`src/rtl/mem_access_stage.sv`:
```
// rtl/mem_access_stage.sv - MEM pipeline stage: alignment check, dmem req/ack handshake, load extraction
`ifndef EXC_TYPE_LENGTH
`define EXC_TYPE_LENGTH 5
`endif
`ifndef EXC_TYPE_NONE
`define EXC_TYPE_NONE 5'd0
`endif
`ifndef EXC_TYPE_ADEL
`define EXC_TYPE_ADEL 5'd4
`endif
`ifndef EXC_TYPE_ADES
`define EXC_TYPE_ADES 5'd5
`endif
`ifndef EXC_TYPE_DBE
`define EXC_TYPE_DBE 5'd7
`endif
`ifndef EXC_TYPE_OV
`define EXC_TYPE_OV 5'd12
`endif

module mem_access_stage #(
    parameter int TIMEOUT_CYCLES = 255,
    parameter int EXC_W          = `EXC_TYPE_LENGTH
) (
    input  logic             clk,
    input  logic             rst_n,
    input  logic             flush,
    input  logic             in_valid,
    input  logic [3:0]       mem_op,
    input  logic [31:0]      alu_result,
    input  logic [31:0]      store_data,
    input  logic [4:0]       dest_reg,
    input  logic [EXC_W-1:0] exc_type_in,
    output logic             dmem_req,
    output logic             dmem_we,
    output logic [3:0]       dmem_be,
    output logic [31:0]      dmem_addr,
    output logic [31:0]      dmem_wdata,
    input  logic [31:0]      dmem_rdata,
    input  logic             dmem_ack,
    output logic             stall_req,
    output logic             out_valid,
    output logic             out_wen,
    output logic [4:0]       out_dest,
    output logic [31:0]      out_result,
    output logic [EXC_W-1:0] out_exc_type,
    output logic [31:0]      out_bad_vaddr
);
    localparam logic [3:0] OP_LB  = 4'd1;
    localparam logic [3:0] OP_LBU = 4'd2;
    localparam logic [3:0] OP_LH  = 4'd3;
    localparam logic [3:0] OP_LHU = 4'd4;
    localparam logic [3:0] OP_LW  = 4'd5;
    localparam logic [3:0] OP_SB  = 4'd6;
    localparam logic [3:0] OP_SH  = 4'd7;
    localparam logic [3:0] OP_SW  = 4'd8;

    localparam logic [EXC_W-1:0] EXC_NONE = EXC_W'(`EXC_TYPE_NONE);
    localparam logic [EXC_W-1:0] EXC_ADEL = EXC_W'(`EXC_TYPE_ADEL);
    localparam logic [EXC_W-1:0] EXC_ADES = EXC_W'(`EXC_TYPE_ADES);
    localparam logic [EXC_W-1:0] EXC_DBE  = EXC_W'(`EXC_TYPE_DBE);

    // Counter only has to reach TIMEOUT_CYCLES-1; the final BUSY cycle is detected by compare
    localparam int CNT_W = (TIMEOUT_CYCLES > 1) ? $clog2(TIMEOUT_CYCLES) : 1;

    typedef enum logic [0:0] {S_IDLE = 1'b0, S_BUSY = 1'b1} state_t;

    state_t           state, state_nxt;
    logic [CNT_W-1:0] cnt;
    logic [3:0]       op_q;
    logic [31:0]      addr_q;
    logic [4:0]       dest_q;

    logic        is_load, is_store, sz_byte, sz_half, sz_word;
    logic        is_mem, has_exc, misaligned, accept, start_access, timeout_hit, busy_load;
    logic [3:0]  be_in;
    logic [31:0] wdata_in;
    logic [7:0]  ld_byte;
    logic [15:0] ld_half;
    logic [31:0] load_value;

    logic             nxt_valid, nxt_wen;
    logic [4:0]       nxt_dest;
    logic [31:0]      nxt_result, nxt_bad;
    logic [EXC_W-1:0] nxt_exc;

    // Decode the incoming op: direction, access size, alignment, lane steering
    always_comb begin
        is_load  = 1'b0;
        is_store = 1'b0;
        sz_byte  = 1'b0;
        sz_half  = 1'b0;
        sz_word  = 1'b0;
        case (mem_op)
            OP_LB, OP_LBU: begin is_load  = 1'b1; sz_byte = 1'b1; end
            OP_LH, OP_LHU: begin is_load  = 1'b1; sz_half = 1'b1; end
            OP_LW:         begin is_load  = 1'b1; sz_word = 1'b1; end
            OP_SB:         begin is_store = 1'b1; sz_byte = 1'b1; end
            OP_SH:         begin is_store = 1'b1; sz_half = 1'b1; end
            OP_SW:         begin is_store = 1'b1; sz_word = 1'b1; end
            default:       ;
        endcase
        misaligned = (sz_half & alu_result[0]) | (sz_word & (alu_result[1:0] != 2'b00));
        if (sz_byte)
            be_in = 4'b0001 << alu_result[1:0];
        else if (sz_half)
            be_in = alu_result[1] ? 4'b1100 : 4'b0011;
        else
            be_in = 4'b1111;
        if (!is_store)
            wdata_in = 32'd0;
        else if (sz_byte)
            wdata_in = {4{store_data[7:0]}};
        else if (sz_half)
            wdata_in = {2{store_data[15:0]}};
        else
            wdata_in = store_data;
    end

    assign is_mem       = is_load | is_store;
    assign has_exc      = (exc_type_in != EXC_NONE);
    assign accept       = (state == S_IDLE) & in_valid & ~flush;
    assign start_access = accept & ~has_exc & is_mem & ~misaligned;
    assign timeout_hit  = (state == S_BUSY) & ~dmem_ack & (cnt == CNT_W'(TIMEOUT_CYCLES - 1));
    assign busy_load    = (op_q >= OP_LB) && (op_q <= OP_LW);
    assign dmem_req     = (state == S_BUSY);
    assign dmem_addr    = {addr_q[31:2], 2'b00};

    // Pick the addressed lane of the returned word and extend it; stores report their address
    always_comb begin
        case (addr_q[1:0])
            2'd0:    ld_byte = dmem_rdata[7:0];
            2'd1:    ld_byte = dmem_rdata[15:8];
            2'd2:    ld_byte = dmem_rdata[23:16];
            default: ld_byte = dmem_rdata[31:24];
        endcase
        ld_half = addr_q[1] ? dmem_rdata[31:16] : dmem_rdata[15:0];
        case (op_q)
            OP_LB:   load_value = {{24{ld_byte[7]}}, ld_byte};
            OP_LBU:  load_value = {24'd0, ld_byte};
            OP_LH:   load_value = {{16{ld_half[15]}}, ld_half};
            OP_LHU:  load_value = {16'd0, ld_half};
            OP_LW:   load_value = dmem_rdata;
            default: load_value = addr_q;
        endcase
    end

    // State register
    always_ff @(posedge clk) begin
        if (!rst_n)
            state <= S_IDLE;
        else
            state <= state_nxt;
    end

    // Next state: leave BUSY on ack or timeout; flush always returns to IDLE
    always_comb begin
        state_nxt = state;
        case (state)
            S_IDLE:  if (start_access) state_nxt = S_BUSY;
            S_BUSY:  if (dmem_ack || timeout_hit) state_nxt = S_IDLE;
            default: state_nxt = S_IDLE;
        endcase
        if (flush)
            state_nxt = S_IDLE;
    end

    // Outputs: stall request and the value to load into the MEM/WB register
    always_comb begin
        stall_req  = 1'b0;
        nxt_valid  = 1'b0;
        nxt_wen    = 1'b0;
        nxt_dest   = 5'd0;
        nxt_result = 32'd0;
        nxt_exc    = EXC_NONE;
        nxt_bad    = 32'd0;
        if (!flush) begin
            case (state)
                S_IDLE: begin
                    if (accept) begin
                        nxt_dest   = dest_reg;
                        nxt_result = alu_result;
                        if (has_exc) begin
                            nxt_valid = 1'b1;
                            nxt_exc   = exc_type_in;
                        end else if (!is_mem) begin
                            nxt_valid = 1'b1;
                            nxt_wen   = (dest_reg != 5'd0);
                        end else if (misaligned) begin
                            nxt_valid = 1'b1;
                            nxt_exc   = is_load ? EXC_ADEL : EXC_ADES;
                            nxt_bad   = alu_result;
                        end else begin
                            stall_req = 1'b1;
                        end
                    end
                end
                S_BUSY: begin
                    nxt_dest = dest_q;
                    if (dmem_ack) begin
                        nxt_valid  = 1'b1;
                        nxt_wen    = busy_load & (dest_q != 5'd0);
                        nxt_result = load_value;
                    end else if (timeout_hit) begin
                        nxt_valid  = 1'b1;
                        nxt_exc    = EXC_DBE;
                        nxt_bad    = addr_q;
                        nxt_result = addr_q;
                    end else begin
                        stall_req = 1'b1;
                    end
                end
                default: ;
            endcase
        end
    end

    // Timeout counter runs only while staying in BUSY
    always_ff @(posedge clk) begin
        if (!rst_n)
            cnt <= '0;
        else if (state == S_BUSY && state_nxt == S_BUSY)
            cnt <= cnt + 1'b1;
        else
            cnt <= '0;
    end

    // Latch the access so the bus stays stable while BUSY
    always_ff @(posedge clk) begin
        if (!rst_n) begin
            op_q       <= 4'd0;
            addr_q     <= 32'd0;
            dest_q     <= 5'd0;
            dmem_we    <= 1'b0;
            dmem_be    <= 4'd0;
            dmem_wdata <= 32'd0;
        end else if (start_access) begin
            op_q       <= mem_op;
            addr_q     <= alu_result;
            dest_q     <= dest_reg;
            dmem_we    <= is_store;
            dmem_be    <= be_in;
            dmem_wdata <= wdata_in;
        end
    end

    // MEM/WB boundary register
    always_ff @(posedge clk) begin
        if (!rst_n) begin
            out_valid     <= 1'b0;
            out_wen       <= 1'b0;
            out_dest      <= 5'd0;
            out_result    <= 32'd0;
            out_exc_type  <= EXC_NONE;
            out_bad_vaddr <= 32'd0;
        end else begin
            out_valid     <= nxt_valid;
            out_wen       <= nxt_wen;
            out_dest      <= nxt_dest;
            out_result    <= nxt_result;
            out_exc_type  <= nxt_exc;
            out_bad_vaddr <= nxt_bad;
        end
    end

endmodule

```
`config.mk`:
```
export PLATFORM = sky130hd
export DESIGN_NAME = mem_access_stage
export DESIGN_NICKNAME = d
export VERILOG_FILES = /design/src/rtl/mem_access_stage.sv
export SDC_FILE = /design/constraint.sdc
export NUM_CORES = 1
export LEC_CHECK = 0
export ABC_CLOCK_PERIOD_IN_PS = 2200
export BUFFER_PORTS_ARGS = -buffer_cell sky130_fd_sc_hd__buf_2
export CORE_ASPECT_RATIO = 0.6
export CORE_MARGIN = 3
export CORE_UTILIZATION = 33
export DETAILED_ROUTE_END_ITERATION = 7
export RECOVER_POWER = 25
export SLEW_MARGIN = 5
export SYNTH_ARGS = -nofsm -noshare
export SYNTH_HDL_FRONTEND = slang
export SYNTH_SLANG_ARGS = --single-unit
```
`constraint.sdc`:
```
create_clock -name clk -period 2.2 [get_ports clk]
set_input_delay 0.44 -clock clk [delete_from_list [all_inputs] [get_ports clk]]
set_output_delay 0.44 -clock clk [all_outputs]
set_load 0.02 [all_outputs]
```
# After elaboration in Yosys (flattened, before gate mapping)
# Cells that the tools add are included.
# Widths: inputs -> output; s select.
[totals]
regBits = 163
latch_bits = 0
rom_bits = 0
output_inout_bits = 147
word_cells = 125
inputBits = 115
memories = 0
ram_bits = 0
[classes]
shift = 1
mux = 58
mul = 0
reduce_logical = 15
n_bitwise = 18
addsub = 1
n_lt_le_gt_ge = 2
div = 0
n_eq_ne = 16
[op_table]
columns = ["cell", "count"]
rows = [
  ["$mux 32", 11],
  ["$pmux 32 s5", 1],
  ["$pmux 32 s2", 2],
  ["$mux 1", 26],
  ["$eq 4x3->1 const B", 6],
  ["$pmux 8 s3", 1],
  ["$pmux 5 s2", 2],
  ["$eq 4x2->1 const B", 4],
  ["$mux 16", 1],
  ["$mux 5", 3],
  ["$reduce_bool 5->1", 3],
  ["$mux 3", 4],
  ["$mux 4", 3],
  ["$and 1x1->1", 10],
  ["$reduce_or 3->1", 3],
  ["$add 8x1->8 const B", 1],
  ["$eq 4x1->1 const B", 2],
  ["$eq 8x8->1 const B", 1],
  ["$pmux 1 s2", 4],
  ["$not 1->1", 6],
  ["$reduce_or 5->1", 1],
  ["$eq 4x4->1 const B", 1],
  ["$ge 4x1->1 const B", 1],
  ["$le 4x3->1 const B", 1],
  ["10 further kinds", 13],
]

# Longest topological paths before layout
# Gate-level depths: netlist (run 1).
[logic_depth]
ltp_word = 12
ltp_mapped = 9
mapped_depth_nobuf = 7

# Worst setup path after synthesis (run 1)
# Ideal clock, no wire load.
[synth_timing]
kind = "input to output"
startpoint = "input exc_type_in[1]"
endpoint = "output stall_req"
stages = 7
t_arrival_ps = 2286
t_required_ps = 1760
path_buffers = 2
setup_slack_ps = -526
path_cell_list = "or4_1 > nor4_4 > and2_0 > buf_2 > buf_4 > nand2_1 > a211oi_1"
[synth_via]
elab_chain_len = 5
[synth_rtl]
columns = ["item", "line_no", "source"]
rows = [
  ["start: declaration", "33", "input logic [EXC_W-1:0] exc_type_in,"],
  ["$reduce_bool 5->1", "121", "assign has_exc = (exc_type_in != EXC_NONE);"],
  ["$mux 1", "183", "if (has_exc) begin"],
  ["$mux 1", "180", "if (accept) begin"],
  ["$pmux 1 s2", "178", "case (state)"],
  ["$mux 1", "177", "if (!flush) begin"],
  ["end: declaration", "41", "output logic stall_req,"],
]
# No other way between the ends.

# Worst setup path in the final report (run 1)
# Same ends and word-level chain as after synthesis.

==> flow_summary.json, run 1 <==
{
  "cts_buffers": 17,
  "synth_ff_type": "dfxtp_1",
  "relSlewSlack_pct": 52.9,
  "synth.most_common_cell": "dfxtp_1",
  "synth_enable_flop_cells": 0,
  "startpoint_type": "input port",
  "synth.area.mux_share_pct": 5.23,
  "synth_top_area_cell": "dfxtp_1",
  "syn_avg_cell_area_sq_um": 8.98,
  "crit_fanout": 2,
  "gr-total-overflow": 0,
  "grt_pass1_vias": 7094,
  "worstPathRequired_ns": 1.76,
  "numPortBuffers": 259,
  "drive_gt1_share_pct": 31.1,
  "num_vias": 7791,
  "die_width_um": 204,
  "final.setup_skew_ns": 0.00741,
  "violations": "negative setup slack",
  "dp_hpwl_um": 21400,
  "fmax_mhz": 430,
  "ys.warnings.count": 0,
  "track_usage_pct": 22.1,
  "rrSetupSlack_ns": 0.05,
  "antenna_found_initial": 0,
  "p_per_area_nw_per_um2": 650,
  "post_cts_buffers": 0,
  "die_y_um": 125,
  "whs_ns": 0.221,
  "avgRoutedWirePerCell_um": 20.2,
  "setup_viol": 1,
  "yosys_register_bits": 163,
  "finalInstanceArea_sq_um": 10200,
  "placementRows": 42,
  "syn_inst": 863,
  "synth_xor_area_share_pct": 0.905,
  "multi_input_area_sq_um": 3920,
  "drt_wl_total_um": 29100,
  "dpl-instance-area_sq_um": 9630,
  "drc": 0,
  "cts_tree": "built",
  "arrival_ns": 1.89,
  "cts_htree_levels": 4,
  "path_class": "in2out",
  "synth_commonest_cells": "dfxtp_1 (163), o21ai_0 (86), a21oi_1 (79)",
  "worst-r2r-cell-count": 5,
  "pre_cts_slack_ns": -0.250,
  "hp-class": "in2reg",
  "cts-hold-fix-buffers": 0,
  "synth_compound_area_share_pct": 30.3,
  "final_antenna_net_count": 0,
  "place.gp.congestion": 0.889,
  "min_period_over_period_pct": 106,
  "static-leakage-power_uw": 0.00405,
  "num_io_pins": 262,
  "viasPerCell": 5.42,
  "nNetsFinal": 1234,
  "clock_sinks": 163,
  "rr_startpoint": "addr_q[1]$_SDFFE_PN0N_",
  "synthAdderAreaFrac_pct": 0.323,
  "rsz0062_at_grt": "yes",
  "grt_max_degree": 46,
  "period_needed_ns": 2.33,
  "synth_top_area_share_pct": 42.1,
  "core_sq_um": 22500,
  "synthSimpleGateAreaFrac_pct": 12.7,
  "clk_pin_slew_ns": 0.06,
  "cts_buffer_depth": 2,
  "clk_latency_ns": 0.44,
  "ir_drop_mv": 0.562,
  "syn_area_sq_um": 7750,
  "ys_seq_area_share_pct": 42.1,
  "tightest_slew_ns": 0.704,
  "drt_iter0_markers": 614,
  "start_util_pct": 34.4,
  "setup_slack_ns": -0.126,
  "die-area_sq_um": 25400,
  "maxCapViolations": 0,
  "synth-async-reset-ratio_pct": 0,
  "synth_cell_types": 67,
  "grt_pass1_wl_um": 43500,
  "seq_area_sq_um": 3260,
  "filler_cell_count": 2290,
  "hold_viol": 0,
  "reg2reg_to": "out_result[27]$_SDFF_PP0_",
  "synth_area_leaders": "dfxtp_1 (42%), o21ai_0 (5.6%), a22o_1 (5.3%)",
  "slew_violations": 0,
  "crit_path_end_kind": "primary output",
  "first_pass_iters": 5,
  "cp-endpoint": "stall_req",
  "critical_path.startpoint": "exc_type_in[1]",
  "layout-area-overhead-vs-synth_pct": 31.3,
  "synth_top_family_by_area": "compound AO/OA/AOI/OAI gates",
  "status": "complete, but fails checks",
  "root_buffer": "clkbuf_16",
  "total_power_uw": 6610
}
## report_power, final
group	switching (uW)	total (uW)	internal [uW]
Combinational	344	568	224
Clock	1290	3070	1780
Sequential	6.01	2970	2970
Total	1640	6610	4970
## timing repair
item / 4_1_cts / 5_1_grt
hold endpoints to repair: 0 / 0
resized for setup: 4 / 8
setup endpoints to repair: 2 / 5
pin swaps: 0 / 0
## worst min path at each step
stage | from | end | slack, ns | cells past startpoint
5_1_grt | exc_type_in[4] | out_exc_type[4]$_SDFF_PP0_ | 0.21 | 2
4_1_cts | exc_type_in[4] | out_exc_type[4]$_SDFF_PP0_ | 0.20 | 2
3_5_place_dp | dmem_wdata[11]$_SDFFE_PN0N_ | dmem_wdata[11]$_SDFFE_PN0N_ | 0.44 | 1
2_1_floorplan | cnt[0]$_SDFF_PN0_ | cnt[0]$_SDFF_PN0_ | 0.43 | 1
6_report | exc_type_in[4] | out_exc_type[4]$_SDFF_PP0_ | 0.22 | 2
3_3_place_gp | dmem_wdata[11]$_SDFFE_PN0N_ | dmem_wdata[11]$_SDFFE_PN0N_ | 0.44 | 1
## worst max-delay path: stages
cell and delay [ns]:
buf_6 0.09, or4_4 0.56, nor4_4 0.18, and2_4 0.20, nand2_4 0.06, a211oi_4 0.21
buf_6 0.15
## layout by cell type, fill, tap and decap left out, types with 5 or more instances in the layout
master / n
nand2_1: 27
o21ai_0: 86
or2_2: 10
xor2_1: 5
o2bb2ai_2: 10
o2111ai_1: 10
nor3_1: 5
nor2_1: 35
dfxtp_1: 163
clkbuf_1: 76
a22oi_1: 27
mux2i_1: 27
o2bb2ai_1: 6
o211ai_1: 11
buf_4: 74
a211oi_1: 11
nand3_1: 48
o21ai_1: 5
buf_12: 8
buf_2: 183
and2_1: 13
inv_1: 16
a22o_1: 47
nand2b_1: 5
clkbuf_16: 17
a21oi_1: 78
o22ai_1: 26
nor2b_1: 5
## state kept, by name (all words and copies together) (netlist names)
register / count
dmem_req: 1
out_valid: 1
out_dest: 5
out_result: 32
dmem_we: 1
out_wen: 1
addr_q: 32
op_q: 4
out_exc_type: 5
cnt: 8
dmem_wdata: 32
dmem_be: 4
dest_q: 5
out_bad_vaddr: 32
## final cells by class
class                           instances  share of cell area [%]
Sequential cell                       163                    32.1
Multi-Input combinational cell        576                    38.6
Timing Repair Buffer                  342                    19.1
Tap cell                              308                    3.79
Clock inverter                         12                    1.54
Inverter                               17                   0.628
Antenna cell                            1                  0.0246
Clock buffer                           19                    4.26
## kinds of logic (layout without fill, tap and decap cells)
kind of cell    count (synthesis)  count (layout)
compound gates                346             346
simple gates                  183             183
flops                         163             163
buf+inv                       125             390
mux                            35              35
xor+xnor                        8               8
fa+ha+maj                       2               2
other cells                     1               3
## stage by stage
step / util [%] / std cells / TNS [ns]
floorplan: - / 864 / -0.287
global route: 45.1 / 1437 / -0.177
detailed placement: 42.7 / 1406 / -15.81
finish: 45.1 / 1438 / -0.126
global placement: 42.7 / 1406 / -11.06
CTS: 45.4 / 1437 / -0.168
## routing by layer
metal	routed length, um	part of all wire, %	GRT usage [%]	vias to the layer above
met1	14300	49	34.2	3700
met5	0	0	0	-
met4	419	1.4	5.62	0
li1	-	-	-	3691
met2	11700	40	30.2	368
met3	2650	9.1	5.54	32
No activity file was read; power rests on OpenSTA's default activity.
==> run 2: changes to the inputs <==
==> constraint.sdc (replaced) <==
create_clock -name clk -period 2.2 [get_ports clk]
set_input_delay 0.11 -clock clk [delete_from_list [all_inputs] [get_ports clk]]
set_output_delay 0.11 -clock clk [all_outputs]
set_load 0.02 [all_outputs]
==> run 2 against run 1 <==
Effect of this change:
- the run now ends clean
- register-to-register slack gained 0.12 ns
- sequential share of layout area shrank 0.89 points
- highest routed layer is now met5
- combinational power grew 12%
- clock-buffer cell count grew 2
- clock power shrank 2%
- cell count grew 2.1%
- maximum frequency grew 13%
==> flow_summary.json, run 2 (same netlist as run 1, synthesis figures left out) <==
{
  "status": "completed",
  "die_width_um": 204,
  "worstPathRequired_ns": 2.09,
  "fmax_mhz": 486,
  "hp-class": "in2reg",
  "clock_sinks": 163,
  "mostFrequentLayoutCells": "buf_2 (183), dfxtp_1 (163), o21ai_0 (86), a21oi_1 (79), clkbuf_1 (79)",
  "slew_violations": 0,
  "startpoint_type": "flip-flop",
  "final.setup_skew_ns": 0.00865,
  "min_from": "dmem_rdata[3]",
  "rrSetupSlack_ns": 0.17,
  "placementRows": 42,
  "crit_slowest_cell": "dfxtp_1",
  "min_period_over_period_pct": 93.4,
  "clk_latency_ns": 0.43,
  "drc": 0,
  "num_vias": 7903,
  "die-area_sq_um": 25400,
  "maxCapViolations": 0,
  "grt_pass1_wl_um": 44700,
  "cts_tree": "built",
  "die_y_um": 125,
  "arrival_ns": 1.95,
  "pre_cts_slack_ns": -0.00958,
  "worst-r2r-cell-count": 6,
  "setup_slack_ns": 0.144,
  "multi_input_area_sq_um": 3900,
  "avgRoutedWirePerCell_um": 20.1,
  "min_path_cells": 3,
  "track_usage_pct": 22.6,
  "start_util_pct": 34.4,
  "gr-total-overflow": 0,
  "layout-area-overhead-vs-synth_pct": 35.0,
  "first_pass_iters": 5,
  "min_to": "out_result[3]$_SDFF_PP0_",
  "numPortBuffers": 259,
  "crit_path_end_kind": "primary output",
  "num_io_pins": 262,
  "root_buffer": "clkbuf_16",
  "reg2reg_to": "out_result[8]$_SDFF_PP0_",
  "place.gp.congestion": 0.919,
  "rsz0062_at_grt": "no",
  "core_sq_um": 22500,
  "total_power_uw": 6610,
  "tightest_slew_ns": 0.793,
  "drt_wl_total_um": 29500,
  "crit_fanout": 6,
  "drive_gt1_share_pct": 26.7,
  "slowest_delay_ns": 0.39,
  "cp_cell_sequence": "nor3b_4, and2_2, nand2_1, a211oi_1, buf_2",
  "hold_viol": 0,
  "nNetsFinal": 1262,
  "filler_cell_count": 2245,
  "antenna_found_initial": 3,
  "ir_drop_mv": 0.518,
  "clk_pin_slew_ns": 0.07,
  "seq_area_sq_um": 3260,
  "grt_max_degree": 47,
  "setup_viol": 0,
  "crit_family": "simple AND/OR/NAND/NOR gates",
  "cts_buffer_depth": 2,
  "cts_buffers": 17,
  "static-leakage-power_uw": 0.00412,
  "relSlewSlack_pct": 47.0,
  "drt_iter0_markers": 501,
  "crit_buf_inv": 1,
  "cts_htree_levels": 4,
  "dp_hpwl_um": 21000,
  "p_per_area_nw_per_um2": 632,
  "path_class": "reg2out",
  "grt_pass1_vias": 7478,
  "period_needed_ns": 2.06,
  "rr_startpoint": "addr_q[1]$_SDFFE_PN0N_",
  "final_antenna_net_count": 0,
  "viasPerCell": 5.38,
  "final_common_cell": "buf_2"
}
==> run 2: changes by cell type in the layout (fill, tap and decap cells not counted), sizes merged <==
cell / before / now
buf: 268 / 229
clkbuf: 93 / 97
diode: 1 / 2
bufinv: 3 / 2
clkinv: 4 / 5
clkinvlp: 4 / 3
dlygate4sd3: 0 / 65
==> run 2: repair_timing <==
action / 4_1_cts / 5_1_grt
gates resized for setup: 0 / 4
hold endpoints to repair: 115 / 0
setup buffers: 0 / 1
hold buffers: 65 / 0
setup endpoints to repair: 0 / 9
==> run 2: worst min-delay path, stage by stage <==
cell and delay (ns):
buf_2 0.09, a21oi_1 0.08, o21ai_0 0.15
==> run 2: area by class of cell <==
class	instances	area share, %
repair buffers	370	21.6
inverters	17	0.610
clock buffers	21	4.31
diodes	2	0.0479
multi-input cells	576	37.3
flip-flops and latches	163	31.2
clock inverters	11	1.22
well taps	308	3.69
==> run 2: worst max path at each step <==
stage	end	depth (start not counted)	start
CTS	out_result[8]$_SDFF_PP0_	5	op_q[2]$_SDFFE_PN0N_
finish	stall_req	5	dmem_req$_SDFF_PN0_
floorplan	stall_req	7	dmem_req$_SDFF_PN0_
global route	out_result[8]$_SDFF_PP0_	6	addr_q[1]$_SDFFE_PN0N_
global placement	dmem_be[1]$_SDFFE_PN0N_	7	exc_type_in[1]
detailed placement	dmem_be[1]$_SDFFE_PN0N_	7	exc_type_in[1]
==> run 2: per-stage QoR <==
stage          utilization, %  instances  instance area (sq um)  hold slack (ns)   TNS, ns
2_1_floorplan               -        864                   7750            0.232         0
3_3_place_gp             41.2       1368                   9290            0.348         0
3_5_place_dp             41.2       1368                   9290            0.344  -0.00958
4_1_cts                  46.7       1465                  10500           0.0144         0
5_1_grt                  46.4       1467                  10500           0.0431         0
6_report                 46.4       1468                  10500           0.0320         0
==> run 2: report_power, final <==
part / internal, uW / switching (uW)
logic: 272 / 362
registers: 2960 / 7.30
clock network: 1710 / 1290
==> run 2: routing by layer <==
layer | up-vias | part of all wire, % | routed length, um | track usage (%)
met5 | - | 0.061 | 18 | 0
met4 | 4 | 1.2 | 363 | 4.85
met3 | 27 | 9.0 | 2660 | 7.94
met2 | 311 | 42 | 12300 | 32.3
met1 | 3804 | 48 | 14200 | 32.8
li1 | 3757 | - | - | -
